$ cat config.mk
export PLATFORM = sky130hd
export DESIGN_NAME = disp_scan_mux_flat
export DESIGN_NICKNAME = d
export VERILOG_FILES = /design/src/rtl/disp_scan_mux_if.sv /design/src/rtl/disp_scan_mux.sv /design/src/flat_wrapper.sv
export SDC_FILE = /design/constraint.sdc
export NUM_CORES = 1
export LEC_CHECK = 0
export ABC_AREA = 1
export BUFFER_PORTS_ARGS = -buffer_cell sky130_fd_sc_hd__buf_2
export CAP_MARGIN = 10
export CORE_AREA = 2 2 104 106
export CTS_BUF_LIST = sky130_fd_sc_hd__clkbuf_4 sky130_fd_sc_hd__clkbuf_8 sky130_fd_sc_hd__clkbuf_16
export CTS_CLUSTER_SIZE = 14
export DETAILED_ROUTE_END_ITERATION = 10
export DIE_AREA = 0 0 106 108
export SKIP_LAST_GASP = 1
export SLEW_MARGIN = 20
export SYNTH_ARGS = -nofsm -noshare
export SYNTH_HDL_FRONTEND = slang
export SYNTH_SLANG_ARGS = --single-unit
export TNS_END_PERCENT = 100
$ cat constraint.sdc
create_clock -name clk -period 1.9 [get_ports clk]
set_input_delay 0.095 -clock clk [delete_from_list [all_inputs] [get_ports clk]]
set_output_delay 0.095 -clock clk [all_outputs]
set_load 0.01 [all_outputs]
$ cat src/rtl/disp_scan_mux_if.sv
// rtl/disp_scan_mux_if.sv - value/load input bundle and scanned display outputs of disp_scan_mux
//
// Purpose: groups the display scanner's data-path signals so that the producer
// (the core or a testbench) and the scanner connect through one port.
// Signals:
//   value_in    hex value to display, nibble i -> digit i (0 = rightmost)
//   load        capture value_in into the pending register this cycle
//   digit_out   nibble of the active digit, to the segment decoder
//   an_n        active-low anode enables, at most one bit low
//   frame_tick  one-cycle pulse when the scan wraps to digit 0
// Modports:
//   master      drives value_in/load, observes the display outputs
//   slave       the scanner itself

interface disp_scan_mux_if #(
    parameter int NUM_DIGITS = 8
);
    logic [4*NUM_DIGITS-1:0] value_in;
    logic                    load;
    logic [3:0]              digit_out;
    logic [NUM_DIGITS-1:0]   an_n;
    logic                    frame_tick;

    modport master (
        output value_in,
        output load,
        input  digit_out,
        input  an_n,
        input  frame_tick
    );

    modport slave (
        input  value_in,
        input  load,
        output digit_out,
        output an_n,
        output frame_tick
    );
endinterface

$ cat src/rtl/disp_scan_mux.sv
// rtl/disp_scan_mux.sv - time-multiplexed scanner for a common-anode multi-digit 7-segment display
//
// Purpose: walks the digits one slot at a time, presenting the active nibble on
// digit_out and driving the matching active-low anode. New values are staged in
// a pending register and only take effect at a frame boundary, so a frame is
// never drawn with a mix of old and new nibbles. Optional leading-zero blanking
// and an all-anodes-off gap at the start of every slot (anti-ghosting).
// Ports:
//   clk    in  system clock, rising edge
//   rst_n  in  asynchronous active-low reset
//   bus    slave modport of disp_scan_mux_if (value_in, load in;
//          digit_out, an_n, frame_tick out, all registered)

module disp_scan_mux #(
    parameter int NUM_DIGITS    = 8,
    parameter int REFRESH_DIV   = 50000,
    parameter int BLANK_CYC     = 500,
    parameter int BLANK_LEADING = 1
) (
    input  logic            clk,
    input  logic            rst_n,
    disp_scan_mux_if.slave  bus
);
    localparam int VW = 4 * NUM_DIGITS;
    localparam int PW = (REFRESH_DIV > 2) ? $clog2(REFRESH_DIV) : 1;
    localparam int IW = $clog2(NUM_DIGITS);

    logic [PW-1:0]       r_presc;
    logic [IW-1:0]       r_idx;
    logic [VW-1:0]       r_shown;
    logic [VW-1:0]       r_pending;
    logic                r_pend_v;
    logic [3:0]          r_digit;
    logic [NUM_DIGITS-1:0] r_an_n;
    logic                r_tick;

    logic                w_slot_end;
    logic                w_last_digit;
    logic                w_boundary;
    logic                w_gap;
    logic                w_blank;
    logic [VW-1:0]       w_upper;
    logic [3:0]          w_nibble;
    logic [NUM_DIGITS-1:0] w_an_next;

    assign w_slot_end   = (r_presc == PW'(REFRESH_DIV - 1));
    assign w_last_digit = (r_idx == IW'(NUM_DIGITS - 1));
    assign w_boundary   = w_slot_end && w_last_digit;

    // Anti-ghosting gap: the first BLANK_CYC cycles of each slot keep all
    // anodes off, so the previous digit's segments have settled before the
    // next anode turns on.
    generate
        if (BLANK_CYC == 0) begin : g_no_gap
            assign w_gap = 1'b0;
        end else begin : g_gap
            assign w_gap = (r_presc < PW'(BLANK_CYC));
        end
    endgenerate

    // Nibbles from the active digit upwards; if they are all zero the active
    // digit is a leading zero. Digit 0 always lights so 0 shows as "0".
    assign w_upper  = r_shown >> {r_idx, 2'b00};
    assign w_nibble = r_shown[{r_idx, 2'b00} +: 4];
    assign w_blank  = (BLANK_LEADING != 0) && (r_idx != '0) && (w_upper == '0);

    always_comb begin
        w_an_next = '1;
        if (!w_gap && !w_blank) begin
            w_an_next[r_idx] = 1'b0;
        end
    end

    always_ff @(posedge clk or negedge rst_n) begin
        if (!rst_n) begin
            r_presc   <= '0;
            r_idx     <= '0;
            r_shown   <= '0;
            r_pending <= '0;
            r_pend_v  <= 1'b0;
            r_digit   <= '0;
            r_an_n    <= '1;
            r_tick    <= 1'b0;
        end else begin
            r_presc <= w_slot_end ? '0 : r_presc + PW'(1);
            if (w_slot_end) begin
                r_idx <= w_last_digit ? '0 : r_idx + IW'(1);
            end

            // A load coinciding with the boundary bypasses the pending stage
            // so it appears in the very next frame.
            if (w_boundary && bus.load) begin
                r_shown <= bus.value_in;
            end else if (w_boundary && r_pend_v) begin
                r_shown <= r_pending;
            end

            if (bus.load) begin
                r_pending <= bus.value_in;
            end

            if (w_boundary) begin
                r_pend_v <= 1'b0;
            end else if (bus.load) begin
                r_pend_v <= 1'b1;
            end

            r_digit <= w_nibble;
            r_an_n  <= w_an_next;
            r_tick  <= w_boundary;
        end
    end

    assign bus.digit_out  = r_digit;
    assign bus.an_n       = r_an_n;
    assign bus.frame_tick = r_tick;
endmodule

$ cat src/flat_wrapper.sv
// flat-port wrapper written by rule: the top's interface ports become plain ports
module disp_scan_mux_flat 
#(
    parameter int NUM_DIGITS    = 8,
    parameter int REFRESH_DIV   = 50000,
    parameter int BLANK_CYC     = 500,
    parameter int BLANK_LEADING = 1
)
  (clk, rst_n, bus_value_in, bus_load, bus_digit_out, bus_an_n, bus_frame_tick);
  disp_scan_mux_if #(.NUM_DIGITS(NUM_DIGITS)) bus_i ();
  input  logic clk;
  input  logic rst_n;
  input wire logic [$bits(bus_i.value_in)-1:0] bus_value_in;
  input wire logic [$bits(bus_i.load)-1:0] bus_load;
  output wire logic [$bits(bus_i.digit_out)-1:0] bus_digit_out;
  output wire logic [$bits(bus_i.an_n)-1:0] bus_an_n;
  output wire logic [$bits(bus_i.frame_tick)-1:0] bus_frame_tick;
  assign bus_i.value_in = bus_value_in;
  assign bus_i.load = bus_load;
  assign bus_digit_out = bus_i.digit_out;
  assign bus_an_n = bus_i.an_n;
  assign bus_frame_tick = bus_i.frame_tick;
  disp_scan_mux #(.NUM_DIGITS(NUM_DIGITS), .REFRESH_DIV(REFRESH_DIV), .BLANK_CYC(BLANK_CYC), .BLANK_LEADING(BLANK_LEADING)) u_core (.clk(clk), .rst_n(rst_n), .bus(bus_i));
endmodule
[Yosys cells after proc, flatten, opt, wreduce, memory -nomap -nowiden]
Index checks and enable logic that the tools add are counted.
Word-level totals
  bits of input ports: 35
  flip-flop bits (word level): 97
  output and inout port bits: 13
  word-level logic and storage cells: 39
Operators by class
  reduce and logical (&&, ||, !) cells: 12
  muxes and demuxes: 9
  order comparisons: 3
  bitwise logic cells: 1
  shifts and indexed selects: 2
  equality and inequality tests: 2
  add/sub/neg operators: 2
Operators by type and width (count)
  $mux W32: 2
  $logic_not A32 Y1: 1
  $shiftx A32 B6 Y4: 1
  $shr A32 B5 Y32: 1
  $add A16 B1 Y16 const B: 1
  $eq A16 B16 Y1 const B: 1
  $lt A16 B9 Y1 const B: 1
  $mux W16: 1
  $mux W8: 1
  $not A8 Y8: 1
  $logic_and A1 B1 Y1: 6
  $lt A3 B4 Y1 const B: 1
  $reduce_bool A2 Y1: 2
  $add A3 B1 Y3 const B: 1
  $demux W1 S3: 1
  $eq A3 B3 Y1 const B: 1
  $ge A3 B1 Y1 const B: 1
  $mux W1: 3
  $mux W3: 1
  $reduce_bool A3 Y1: 1
  $logic_not A1 Y1: 2

[Depth between registers and ports, before layout]
  word-level depth: 6
  mapped depth: 13
  mapped depth without buffers: 12

[Worst setup path before layout]
Ideal clock, no wire load.
  path type: flip-flop to flip-flop
  start: register u_core.r_presc[0]
  end: register u_core.r_shown[21]
  setup slack: 0.186 ns
  setup time: 0.126 ns
  period minus slack after synthesis: 1.714 ns
  path buffers: 1
  cell stages (with the launch flop): 10
  required time: 1.774 ns
  data arrival time: 1.588 ns
  path through: dfrtp_1 ha_1 nand2_1 inv_1 nand2_1 nor2_1 nand2_4 nor3_4 clkbuf_2 o21ai_0
On the way
  cells in the longest elaborated chain, start to end: 4
  elaborated cells between the ends (all ways): 6
  those cells by class: 1 x eq/ne; 1 x mux; 4 x reduce/logical
Ends and longest elaborated chain
  start, declared: line disp_scan_mux.sv:28  | logic [PW-1:0] r_presc;
  start signal, assigned: line disp_scan_mux.sv:85  | r_presc <= w_slot_end ? '0 : r_presc + PW'(1);
  $eq A16 B16 Y1 *: line disp_scan_mux.sv:46  | assign w_slot_end = (r_presc == PW'(REFRESH_DIV - 1));
  $logic_and A1 B1 Y1 *: line disp_scan_mux.sv:48  | assign w_boundary = w_slot_end && w_last_digit;
  $logic_and A1 B1 Y1, on equally long branches: line disp_scan_mux.sv:92, disp_scan_mux.sv:94
  $mux W32 / $reduce_bool A2 Y1 (equally long branches)
  end signal, assigned: line disp_scan_mux.sv:93  | r_shown <= bus.value_in;
  end signal, assigned: line disp_scan_mux.sv:95  | r_shown <= r_pending;
  end, declared: line disp_scan_mux.sv:30  | logic [VW-1:0] r_shown;
Mark *: on every way between the ends. The rest lies on a longest branch, timed or not.
A chain may end at the register's enable or synchronous reset.

[Final worst setup path]
  start: register u_core.r_presc[0]
  end: register u_core.r_shown[13]
The elaborated chain is that of the path after synthesis.

==> impl_summary.md <==
Clocking
In this run the deepest clock path goes through 2 buffers. Buffers inserted during clock tree synthesis total 9. CTS built an H-tree with a depth of 3. TritonCTS built the clock tree. The library cell used as clock root buffer is clkbuf_8.

The clock net sink count is 97. The clock-pin slew on the worst setup and hold paths is about 100 ps. The clock reaches the later pin of the worst-skew pair after 380 ps.

STA
In the final timing run, aggregate negative setup slack is 0 ps. Setup repair after global routing left no endpoint under its margin. The count of endpoints failing setup in the final report is 0. The post-route clock period utilization is 91.8%.

The number of failing hold endpoints at the final stage is 0. Headroom to the max-slew limit came out at 37.3%. The total count of max-transition violations in the final report is 0.

The actual slew at the worst max-slew pin is 940 ps. Across the routed clock network, the largest skew measured is 15.4 ps. The smallest hold slack is ~14 ps. The post-route minimum period is around 1700 ps. Static timing analysis puts the maximum clock frequency at 574 MHz.

Synthesis
The number of enable flip-flop cells after synthesis is 0. After synthesis, the netlist uses 29 different library cells. Summing every instance area after synthesis gives 4570 um^2. The top flip-flop cell by instance count after synthesis is dfrtp_1. The number of nets in the synthesized netlist is 627. The portion of synthesized cell area occupied by the leading cell type is 48.7%.

A synthesized cell averages 7.77 um^2. Yosys attributes the largest share of cell area to dfrtp_1 49%, nand2_1 18%, inv_1 5.3%. The part of the Yosys area used for sequential elements is a little over half. The synthesized design spends more area on one cell type than any other, namely dfrtp_1. The cell count after synthesis came out at 588. The post-synthesis sequential element count is 97.

In the post-synthesis netlist, the cell with the most instances is nand2_1. The count of yosys warnings during synthesis is 0. In the synthesized netlist the async set-or-reset flop fraction comes to 100%. By count the netlist is led by 224 x nand2_1, 89 x dfrtp_1, 64 x inv_1.

Hold path
The end point of the worst hold path is u_core.r_pending[28]$_DFFE_PN0P_. The min-delay analysis places its worst path in the category in2reg. Along the worst hold path, the cell count comes to 3. The worst min-delay path startpoint is bus_load.

Placed design
The detailed-placement wirelength estimate is 7.50 mm. The placer congestion estimate is 0.880. Input and output buffers added on the ports amount to 47.

Route
In the detailed route, the total length drawn on met2 is 4.61 mm. The first-pass iteration count of the detailed router is 4. After detailed routing, the average wire length per cell comes to 12.6 um. The via count of the routed design is 3874.

In the routed design, unresolved DRC markers number 0. The count of nets left with antenna violations once routing finished came out at 0. The violation count after the first detailed-routing iteration is 155. The number of vias per cell is 4.72. The detailed router used layers up to and including met4.

The routed metal-1 wirelength is 5.21 mm. The total length of routed met3 wires is 341 um. The total routed wirelength is 10.3 mm.

Pwr
The worst vdd rail ir drop is roughly 0.00033 V. The leakage power summed over all cells is about 2.9 nW. The power density over the cells is ~680 nW/um^2.

Setup path
The endpoint of the worst-slack reg-to-reg timing path is u_core.r_shown[13]$_DFFE_PN0P_. The endpoint required time on the critical path is 2180 ps. The critical path goes through ha_1 > nand2_1 > inv_1 > nand2_2 > nor2_4 > nand2_4 > nor3_4 > buf_12 > nand2_1 > o21ai_0. The number of cell instances on the worst register-to-register path is 10.

The worst setup path is launched from a flop. Among all stages on the critical path, the largest delay is contributed by dfrtp_1. Data on the critical path arrives at its endpoint at 2030 ps. Among the stages of the critical path, the cell type that occurs most often is nand2_1. The register-to-register setup slack is between 150 and 200 ps.

The worst register-to-register path begins at u_core.r_presc[0]$_DFF_PN0_. For this run, the slowest stage of the critical path takes about 380 ps. STA classifies the critical path endpoint as a flop. The type of the setup path with the least slack is reg2reg. Along the worst path, the maximum fanout reaches 32.

Finish
The share of post-route cells with drive strength above 1 is 15.5%. The layout overhead on the synthesized area is 23.0%. The number of antenna diodes in the final layout is 0. The count of nets after finishing is between 700 and 800.

Global route
The total global routing track utilization is 19.9%. Entering global routing, the biggest net connects 41 pins. The first-pass GRT wire length is 18.1 mm.

The number of antenna violations at the first check in global routing is 0. The global route total overflow is 0. The number of global-route vias before repair is ~3800.

Die
The total die area is 11400 um^2. The number of placement rows is 37. Measured along the y axis, the die boundary spans 108 um. In this run the horizontal extent of the chip is 106 um.

The initial utilization of the core area, before any placement, comes to 44.7%. For this design the top-level I/O count stands at 48. The floorplan step defined a core boundary enclosing 10200 um^2.

Flow run
The number of maximum-capacitance constraint violations is 0.

Status
The run finished with clean final reports.
final cells by class:
| type | count | area [um^2] |
|---|---|---|
| clock buffers | 11 | 145 |
| well taps | 136 | 170 |
| inverters | 64 | 240 |
| flip-flops and latches | 97 | 2440 |
| repair buffers | 103 | 795 |
| fillers | 996 | 4610 |
| multi-input cells | 405 | 1800 |
| clock inverters | 5 | 38.8 |
sequential cells by signal (all words and copies together) (netlist names):
| signal | cells |
|---|---|
| u_core.r_pend_v | 1 |
| u_core.r_idx | 3 |
| u_core.r_pending | 32 |
| u_core.bus.digit_out | 4 |
| u_core.r_shown | 32 |
| u_core.bus.frame_tick | 1 |
| u_core.r_presc | 16 |
| u_core.bus.an_n | 8 |
power breakdown:
group / switching, mW / leakage [nW] / internal [mW]
Clock: 0.738 / 0.0933 / 0.534
Sequential: 0.0463 / 1.15 / 2.17
Combinational: 0.200 / 1.65 / 0.148
Total: 0.984 / 2.89 / 2.85
cell usage in the layout, fill, tap and decap left out, types with 2 or more instances in the layout:
master           n
a21oi_1          5
nor4_1           2
buf_4           19
nor3_1          10
nand4_1          6
buf_12           4
dfstp_2          8
o21ai_1          2
nand2_2          4
clkinv_4         2
dlygate4sd3_1   33
and2_1           2
ha_1             4
o21ai_0         39
dfrtp_1         88
buf_2           46
nand2_1        221
o22ai_1          2
nand3_1         45
clkbuf_8        10
inv_1           63
nor2_1          52
stage by stage:
stage	utilization (%)	worst slack (ps)	instance area [um^2]	total power, mW	instances
finish	55.0	157	5620	3.84	821
global route	55.0	9.01	5620	4.03	821
CTS	54.7	14.6	5600	3.89	820
detailed placement	49.6	50.4	5070	2.56	770
global placement	49.6	141	5070	2.55	770
floorplan	-	186	4570	2.41	588
how the worst max path moves through the flow:
stage	depth (start not counted)	end	from
after global placement	10	u_core.r_shown[7]$_DFFE_PN0P_	u_core.r_presc[0]$_DFF_PN0_
after floorplan	9	u_core.r_shown[21]$_DFFE_PN0P_	u_core.r_presc[0]$_DFF_PN0_
final	10	u_core.r_shown[13]$_DFFE_PN0P_	u_core.r_presc[0]$_DFF_PN0_
after global routing	9	u_core.r_shown[2]$_DFFE_PN0P_	u_core.r_idx[0]$_DFFE_PN0N_
after detailed placement	10	u_core.r_shown[17]$_DFFE_PN0P_	u_core.r_presc[0]$_DFF_PN0_
after CTS	10	u_core.r_shown[13]$_DFFE_PN0P_	u_core.r_presc[0]$_DFF_PN0_
worst max-delay path, delay by kind of cell, from the launching register on:
family | cells | cell delay, ps
adder cells (fa/ha/maj) | 1 | 180
AND/OR/NAND/NOR | 6 | 710
AO/OA/AOI/OAI | 1 | 100
buffers and inverters | 2 | 290
flip-flops | 1 | 380
routing by layer:
metal	up-vias	track usage, %
met5	-	0
met4	0	8.18
met3	13	2.89
met2	74	30.6
met1	1771	28.5
li1	2016	-
timing repair:
action	4_1_cts	5_1_grt
gates resized for setup	1	8
hold buffers	33	0
pin swaps	1	2
buffers inserted	1	1
setup endpoints to repair	1	40
endpoints found under the hold margin	58	0
logic make-up after synthesis:
logic type | count (synthesis) | synth area share [%]
and+or+nand+nor | 348 | 31.6
AOI/OAI and AO/OA | 52 | 5.97
DFF | 97 | 53.3
buffers and inverters | 86 | 7.77
adders and majority gates | 4 | 1.10
xor gates and xnor gates | 1 | 0.192
(Power assumes the default switching activity.)
